`src/rtl/t08_mmio_ctrl.sv`:
```
// Memory-mapped I/O controller: one request strobe in, one done pulse out; runs the
// data-memory, SPI and I2C handshakes itself. Optional watchdog: define MMIO_TIMEOUT_EN.
module t08_mmio_ctrl #(
  parameter int DATA_W         = 32,
  parameter int MEM_LIMIT      = 2048,
  parameter int SPI_CMD_ADDR   = 121212,
  parameter int SPI_PARAM_ADDR = 333333,
  parameter int I2C_ADDR       = 923923,
  parameter int TIMEOUT_CYCLES = 255
) (
  input  logic              clk,
  input  logic              rst,
  input  logic              read,
  input  logic              write,
  input  logic              getinst,
  input  logic [DATA_W-1:0] address,
  input  logic [DATA_W-1:0] mh_data_i,
  input  logic [31:0]       I2C_xy_i,
  input  logic              I2C_done_i,
  input  logic              spi_busy_i,
  input  logic [DATA_W-1:0] mem_data_i,
  input  logic              mem_busy_i,
  output logic [DATA_W-1:0] mh_data_o,
  output logic              mmio_busy_o,
  output logic              mmio_done_o,
  output logic              mmio_err_o,
  output logic              I2C_done_o,
  output logic [31:0]       spi_parameters_o,
  output logic [7:0]        spi_command_o,
  output logic [3:0]        spi_counter_o,
  output logic              spi_read_o,
  output logic              spi_write_o,
  output logic              spi_enable_o,
  output logic [DATA_W-1:0] mem_data_o,
  output logic [DATA_W-1:0] mem_address_o,
  output logic [3:0]        mem_select_o,
  output logic              mem_write_o,
  output logic              mem_read_o,
  output logic [2:0]        dbg_state
);

  typedef enum logic [2:0] {
    IDLE      = 3'd0,
    MEM_ISSUE = 3'd1,
    MEM_BUSY  = 3'd2,
    SPI_WAIT  = 3'd3,
    I2C_WAIT  = 3'd4,
    DONE      = 3'd5
  } state_t;

  localparam logic [DATA_W-1:0] MEM_LIM   = DATA_W'(MEM_LIMIT);
  localparam logic [DATA_W-1:0] SPI_CMD   = DATA_W'(SPI_CMD_ADDR);
  localparam logic [DATA_W-1:0] SPI_PARAM = DATA_W'(SPI_PARAM_ADDR);
  localparam logic [DATA_W-1:0] I2C_REG   = DATA_W'(I2C_ADDR);
  localparam logic [DATA_W-1:0] BAD_DATA  = DATA_W'(32'hBAD1BAD1);

  state_t            state, state_n;
  logic [DATA_W-1:0] data_q, data_n;
  logic [DATA_W-1:0] mh_data_n, mem_data_n, mem_address_n;
  logic [31:0]       spi_parameters_n;
  logic [7:0]        spi_command_n;
  logic [3:0]        spi_counter_n;
  logic              mem_write_n, mem_read_n, spi_write_n, err_n;
  logic              is_rd, wd_expire, abort;

`ifdef MMIO_TIMEOUT_EN
  localparam logic [15:0] TO_LIM = 16'(TIMEOUT_CYCLES);
  logic [15:0] wd_cnt;

  // Every wait state is entered from IDLE, so holding the count at zero there and in
  // DONE is the same as clearing it on entry; MEM_ISSUE and MEM_BUSY share the count.
  always_ff @(posedge clk) begin
    if (rst || state == IDLE || state == DONE) wd_cnt <= 16'd0;
    else                                       wd_cnt <= wd_cnt + 16'd1;
  end

  assign wd_expire = (wd_cnt == TO_LIM - 16'd1);
`else
  // Without the watchdog a wait never expires.
  assign wd_expire = (TIMEOUT_CYCLES < 0);
`endif

  assign is_rd = read | getinst;

  always_comb begin
    state_n          = state;
    data_n           = data_q;
    mh_data_n        = mh_data_o;
    mem_data_n       = mem_data_o;
    mem_address_n    = mem_address_o;
    spi_parameters_n = spi_parameters_o;
    spi_command_n    = spi_command_o;
    spi_counter_n    = spi_counter_o;
    mem_write_n      = mem_write_o;
    mem_read_n       = mem_read_o;
    spi_write_n      = 1'b0;
    err_n            = 1'b0;
    abort            = 1'b0;
    case (state)
      IDLE: begin
        if (is_rd || write) begin
          data_n = mh_data_i;
          if (is_rd && write) begin
            err_n = 1'b1; state_n = DONE;
          end else if (is_rd && address == I2C_REG) begin
            state_n = I2C_WAIT;
          end else if (address < MEM_LIM) begin
            mem_address_n = address;
            state_n       = MEM_ISSUE;
            if (is_rd) begin
              mem_read_n = 1'b1;
            end else begin
              mem_write_n = 1'b1;
              mem_data_n  = mh_data_i;
            end
          end else if (write && address == SPI_CMD) begin
            spi_command_n = mh_data_i[7:0];
            spi_counter_n = mh_data_i[11:8];
            state_n       = DONE;
          end else if (write && address == SPI_PARAM) begin
            state_n = SPI_WAIT;
          end else begin
            err_n = 1'b1; state_n = DONE;
          end
        end
      end
      MEM_ISSUE: begin
        if (mem_busy_i)     state_n = MEM_BUSY;
        else if (wd_expire) abort   = 1'b1;
      end
      MEM_BUSY: begin
        if (!mem_busy_i) begin
          if (mem_read_o) mh_data_n = mem_data_i;
          mem_read_n  = 1'b0;
          mem_write_n = 1'b0;
          state_n     = DONE;
        end else if (wd_expire) begin
          abort = 1'b1;
        end
      end
      SPI_WAIT: begin
        if (!spi_busy_i) begin
          spi_parameters_n = 32'(data_q);
          spi_write_n      = 1'b1;
          state_n          = DONE;
        end else if (wd_expire) begin
          abort = 1'b1;
        end
      end
      I2C_WAIT: begin
        if (I2C_done_i) begin
          mh_data_n = DATA_W'(I2C_xy_i);
          state_n   = DONE;
        end else if (wd_expire) begin
          abort = 1'b1;
        end
      end
      DONE:    state_n = IDLE;
      default: state_n = IDLE;
    endcase
    if (abort) begin
      mem_read_n  = 1'b0;
      mem_write_n = 1'b0;
      mh_data_n   = BAD_DATA;
      err_n       = 1'b1;
      state_n     = DONE;
    end
  end

  always_ff @(posedge clk) begin
    if (rst) begin
      state            <= IDLE;
      data_q           <= '0;
      mh_data_o        <= '0;
      mem_data_o       <= '0;
      mem_address_o    <= '0;
      spi_parameters_o <= '0;
      spi_command_o    <= '0;
      spi_counter_o    <= '0;
      mem_write_o      <= 1'b0;
      mem_read_o       <= 1'b0;
      spi_write_o      <= 1'b0;
      mmio_err_o       <= 1'b0;
    end else begin
      state            <= state_n;
      data_q           <= data_n;
      mh_data_o        <= mh_data_n;
      mem_data_o       <= mem_data_n;
      mem_address_o    <= mem_address_n;
      spi_parameters_o <= spi_parameters_n;
      spi_command_o    <= spi_command_n;
      spi_counter_o    <= spi_counter_n;
      mem_write_o      <= mem_write_n;
      mem_read_o       <= mem_read_n;
      spi_write_o      <= spi_write_n;
      mmio_err_o       <= err_n;
    end
  end

  assign mmio_done_o  = (state == DONE);
  assign mmio_busy_o  = (state != IDLE);
  assign spi_enable_o = spi_write_o;
  assign spi_read_o   = 1'b0;
  assign mem_select_o = 4'hF;
  assign I2C_done_o   = I2C_done_i;
  assign dbg_state    = state;

endmodule

```
`config.mk`:
```
export PLATFORM = sky130hd
export DESIGN_NAME = t08_mmio_ctrl
export DESIGN_NICKNAME = d
export VERILOG_FILES = /design/src/rtl/t08_mmio_ctrl.sv
export SDC_FILE = /design/constraint.sdc
export NUM_CORES = 1
export LEC_CHECK = 0
export ABC_CLOCK_PERIOD_IN_PS = 2800
export CAP_MARGIN = 25
export CORE_UTILIZATION = 40
export CTS_BUF_LIST = sky130_fd_sc_hd__clkbuf_8
export DETAILED_ROUTE_END_ITERATION = 7
export PLACE_DENSITY = 0.86
export RECOVER_POWER = 25
export SETUP_SLACK_MARGIN = 0.05
export SYNTH_ARGS = -nofsm -noshare
export SYNTH_HDL_FRONTEND = slang
export SYNTH_SLANG_ARGS = --single-unit
```
`constraint.sdc`:
```
create_clock -name clk -period 2.8 [get_ports clk]
set_input_delay 0.7 -clock clk [delete_from_list [all_inputs] [get_ports clk]]
set_output_delay 0.7 -clock clk [all_outputs]
set_load 0.1 [all_outputs]
```
; After elaboration in Yosys (flattened, before gate mapping)
; Index checks and enable logic that the tools add are counted.
[classes]
muxes = 34
n_reduce_logical = 20
n_lt_le_gt_ge = 1
n_eq_ne = 19
n_bitwise = 9
[op_table]
columns = operator, n
row1 = two-way mux 32 bit, 3
row2 = one-hot mux 32 bit (2 select lines), 1
row3 = == test 32 x 17 -> 1 bit (second input constant), 1
row4 = == test 32 x 19 -> 1 bit (second input constant), 1
row5 = == test 32 x 20 -> 1 bit (second input constant), 1
row6 = less-than comparator 32 x 12 -> 1 bit (second input constant), 1
row7 = two-way mux 3 bit, 10
row8 = != test 2 bit (second input constant), 11
row9 = two-way mux 1 bit, 17
row10 = one-hot mux 3 bit (5 select lines), 1
row11 = AND reduction 7 bit, 2
row12 = AND reduction 6 bit, 2
row13 = AND reduction 5 bit, 2
row14 = NOT 1 bit, 8
row15 = == test 3 x 2 -> 1 bit (second input constant), 2
row16 = == test 3 bit (second input constant), 2
row17 = logical AND 1 bit, 4
row18 = one-hot mux 1 bit (2 select lines), 2
row19 = AND reduction 2 bit, 2
row20 = AND reduction 4 bit, 1
row21 = nonzero test 2 bit, 2
row22 = == test 3 x 1 -> 1 bit (second input constant), 1
row23 = zero test 3 bit, 1
row24 = nonzero test 3 bit, 1
row25 = other kinds (4), 4
[totals]
reg_bits = 179
in_bits = 136
output_inout_bits = 156
elab_cells = 95

; Depth between registers and ports, before layout
[logic_depth]
word_depth = 9
depth_mapped = 9
ltp_nobuf = 8

; Least setup slack after synthesis
; OpenSTA, ideal clock, no wires.
[synth_timing]
kind = register to output
startpoint = register state[0], in the netlist dbg_state[0]
endpoint = output port mmio_done_o
setup_slack_ns = -0.089
n_path_buf = 1
path_stages_with_launch = 4
arrival_time_ns = 2.189
cell_sequence = dfxtp_1 -> buf_2 -> nor2b_1 -> and2_1
[synth_via]
elab_chain_len = 1
[synth_rtl]
columns = item, line
row1 = "start, declared", 57  ; state_t state, state_n;
row2 = "start signal, assigned", 185  ; state <= state_n;
row3 = == test 3 bit, 200  ; assign mmio_done_o = (state == DONE);
row4 = "end, declared", 25  ; output logic mmio_done_o,
; Every way passes these cells.

; Final worst setup path
[layout_timing]
startpoint = input port address[22]
endpoint = register mem_data_o[14]
[layout_via]
elab_chain_len = 4
word_cells_on_any_way = 5
[layout_rtl]
columns = item, line
row1 = "start, declared", 16  ; input logic [DATA_W-1:0] address,
row2 = "parallel branches: the longest is 3 deep, another holds less-than comparator 32 x 12 -> 1 bit", --
row3 = AND reduction 6 bit (no line) *, --
row4 = "end signal, assigned", 188  ; mem_data_o <= mem_data_n;
row5 = "end, declared", 34  ; output logic [DATA_W-1:0] mem_data_o,
; Every way passes the cells marked *.
; A chain may end at the register's enable or synchronous reset.

==> results.yml <==
floorplan:
  die_w_um: 134
  core-area_um2: 16800
  fp-row-count: 47
  dieArea_um2: 18000
  fp.dieH_um: 134
  io_pins: 292
  start_util_pct: 41.5
synthesis:
  syn_area_um2: 6980
  ys_seq_area_share_pct: 51.4
  netlist_instances: 765
  synthArstFlopShare_pct: 0
  synth_top_area_cell: "dfxtp_1"
  synth_top_area_share_pct: 51.4
  ys_types: 46
  synth-seq-cells: 179
  synth.area.top_cells: "dfxtp_1 (51%), mux2i_1 (13%), nand2_1 (7.3%)"
  syn-mean-instance-area_um2: 9.12
  synth_ff_type: "dfxtp_1"
  synth_edf_count: 0
  yosys_warnings: 0
global_routing:
  antenna_found_initial: 0
  overflow: 0
  grt_max_degree: 71
  grtUsageTotal_pct: 20.3
  grt_first_pass_wirelength_um: 28700
  grt_pass1_vias: 5792
sta:
  fin_crit_sh_pct: 89.2
  hold_viol: 0
  slew_headroom_pct: 17.2
  fin_setup_tns_ns: 0
  period_minus_slack_ns: 2.50
  setup_viol: 0
  rsz0062_at_grt: "false"
  worstMarginPinSlew_ns: 1.25
  drv_slew: 0
  finClkSkew_ns: 0.0116
  fmax_mhz: 400
clock_network:
  path_clk_slew_ns: 0.09
  cts_buffers: 17
  clock_latency_ns: 0.46
  cts_tree: "built"
  htree_levels: 4
  post_cts_buffers: 0
  cts_buffer_depth: 2
  clock_tree.root_cell: "clkbuf_8"
  clock-sinks: 179
  cts_hold_buffers: 0
  postCtsResizedCells: 0
route:
  viasPerCell: 4.80
  drc: 0
  wl_um: 18500
  drtPass1Iterations: 4
  wl_per_cell_um: 14.6
  vias: 6073
  drtIter0Drc: 257
  postRouteAntennaNets: 0
hold_path:
  hold_path.class: "reg -> reg"
power_and_ir_drop:
  p_leak_uw: 0.00391
  power_density_nw_per_um2: 789
  vdd_drop_max_mv: 0.467
setup_path:
  cp_slowest_stage_delay_ns: 0.57
  path_class: "in -> reg"
  cp_top_family: "simple AND/OR/NAND/NOR gates"
  slowest_stage: "or3_2"
  worstPathRequired_ns: 3.15
  crit_chain: "clkdlybuf4s50_1 > nor4_1 > nand4_1 > or3_2 > buf_12 > mux2i_1 > nor2_1"
  endpoint_kind: "flop"
  crit_fanout: 32
  cp-start-kind: "primary input"
  cp.buffers_inverters: 2
  arrival_ns: 2.84
run_status:
  status: "finished clean"
placed_design:
  place_inst: 1234
  dp_hpwl_um: 13400
  gp_congestion: 0.877
  portBuffers: 286
finish:
  syn_to_final_growth_pct: 41.0
  fin_nets: 1172
  fillCellCount: 1555
  layout-drive-gt1-share_pct: 13.1
  diodes: 0
  final_cells: 1266
run:
  maxCapViolations: 0
-- cell usage in the layout (no fill, tap or decap), drive strengths merged, types with 2 or more instances in the layout --
master	instances
nor2b	2
or4	2
clkinv	4
mux2i	88
nand2b	28
and2	22
bufinv	3
clkinvlp	3
dfxtp	179
ha	3
nor2	86
nor4	8
a21oi	68
conb	5
o21ai	2
clkdlybuf4s50	134
buf	92
nor3	3
or2	4
nand2	136
inv	11
a211oi	34
nand4b	2
nor4bb	3
a22o	2
clkbuf	100
nand4	3
a21o	2
nor4b	2
or3	2
-- synth_stat cells, types with 2 or more instances --
cell      number
mux2i_1       88
a22o_1         2
nor4_1         7
and2_1        22
nor2_1        85
or2_2          3
dfxtp_1      179
buf_6          5
a21oi_1       68
nor4bb_1       3
nand4b_1       2
nor3_1         2
a21o_1         2
nand4_1        3
buf_4          8
conb_1         2
nor2b_1        2
o21ai_0        2
buf_2          9
clkbuf_1      40
or3_1          2
nand2_1      136
inv_1          7
nor4b_1        2
nand2b_1      28
ha_1           3
a211oi_1      34
-- worst paths after layout --
kind	start	to	slack, ns	cells past startpoint
hold / removal	data_q[27]	spi_parameters_o[27]	0.45	2
setup reg to reg	dbg_state[0]	mem_data_o[14]	0.82	6
hold reg to reg	data_q[27]	spi_parameters_o[27]	0.45	2
setup / recovery	address[22]	mem_data_o[14]	0.30	7
-- metrics by stage --
stage          power [µW]  hold slack [ns]  util [%]  setup slack, ns  cell area (µm²)
3_5_place_dp         6010            0.443      57.8           -0.187             9720
4_1_cts              7890            0.456      60.3            0.317            10100
5_1_grt              8140            0.472      58.5            0.111             9830
2_1_floorplan        5190            0.432         -           0.0907             6990
6_report             7760            0.454      58.5            0.302             9830
3_3_place_gp         5970            0.435      57.8           -0.109             9720
-- per-layer routing --
metal  global-route usage [%]  vias to the layer above  wire (µm)
met1                     24.1                     2763       7940
li1                         -                     3100          -
met2                     34.5                      187       8840
met5                        0                        -          0
met3                     6.73                       23       1330
met4                     6.68                        0        352
-- layout make-up --
| class | instances | area (µm²) | area share, % |
|---|---|---|---|
| well taps | 220 | 275 | 2.80 |
| flip-flops and latches | 179 | 3580 | 36.4 |
| clock buffers | 18 | 248 | 2.52 |
| clock inverters | 14 | 176 | 1.79 |
| repair buffers | 308 | 2440 | 24.8 |
| inverters | 7 | 26.3 | 0.267 |
| multi-input cells | 520 | 3090 | 31.4 |
-- state kept, by name, summed over array words and instances, names as in the netlist --
register / cells
dbg_state: 3
mmio_err_o: 1
mem_data_o: 32
spi_parameters_o: 32
spi_enable_o: 1
mem_write_o: 1
data_q: 32
mem_read_o: 1
mem_address_o: 32
mh_data_o: 32
spi_command_o: 8
spi_counter_o: 4
-- tightest hold or removal path, stage by stage (launching register included) --
cell and delay (ns):
dfxtp_1 0.32, nand2_1 0.05, a21oi_1 0.05
-- power breakdown --
part | total, µW | internal [µW] | switching, µW
Clock | 1880 | 919 | 962
Sequential | 3000 | 2810 | 183
Combinational | 2880 | 822 | 2050
-- cell families after synthesis --
family | Yosys count | synth area share (%)
compound gates | 114 | 9.83
fa+ha+maj | 3 | 0.538
simple gates | 310 | 20.7
flops | 179 | 51.4
other cells | 2 | 0.108
buf+inv | 69 | 4.84
mux | 88 | 12.6
(Power assumes the default switching activity.)
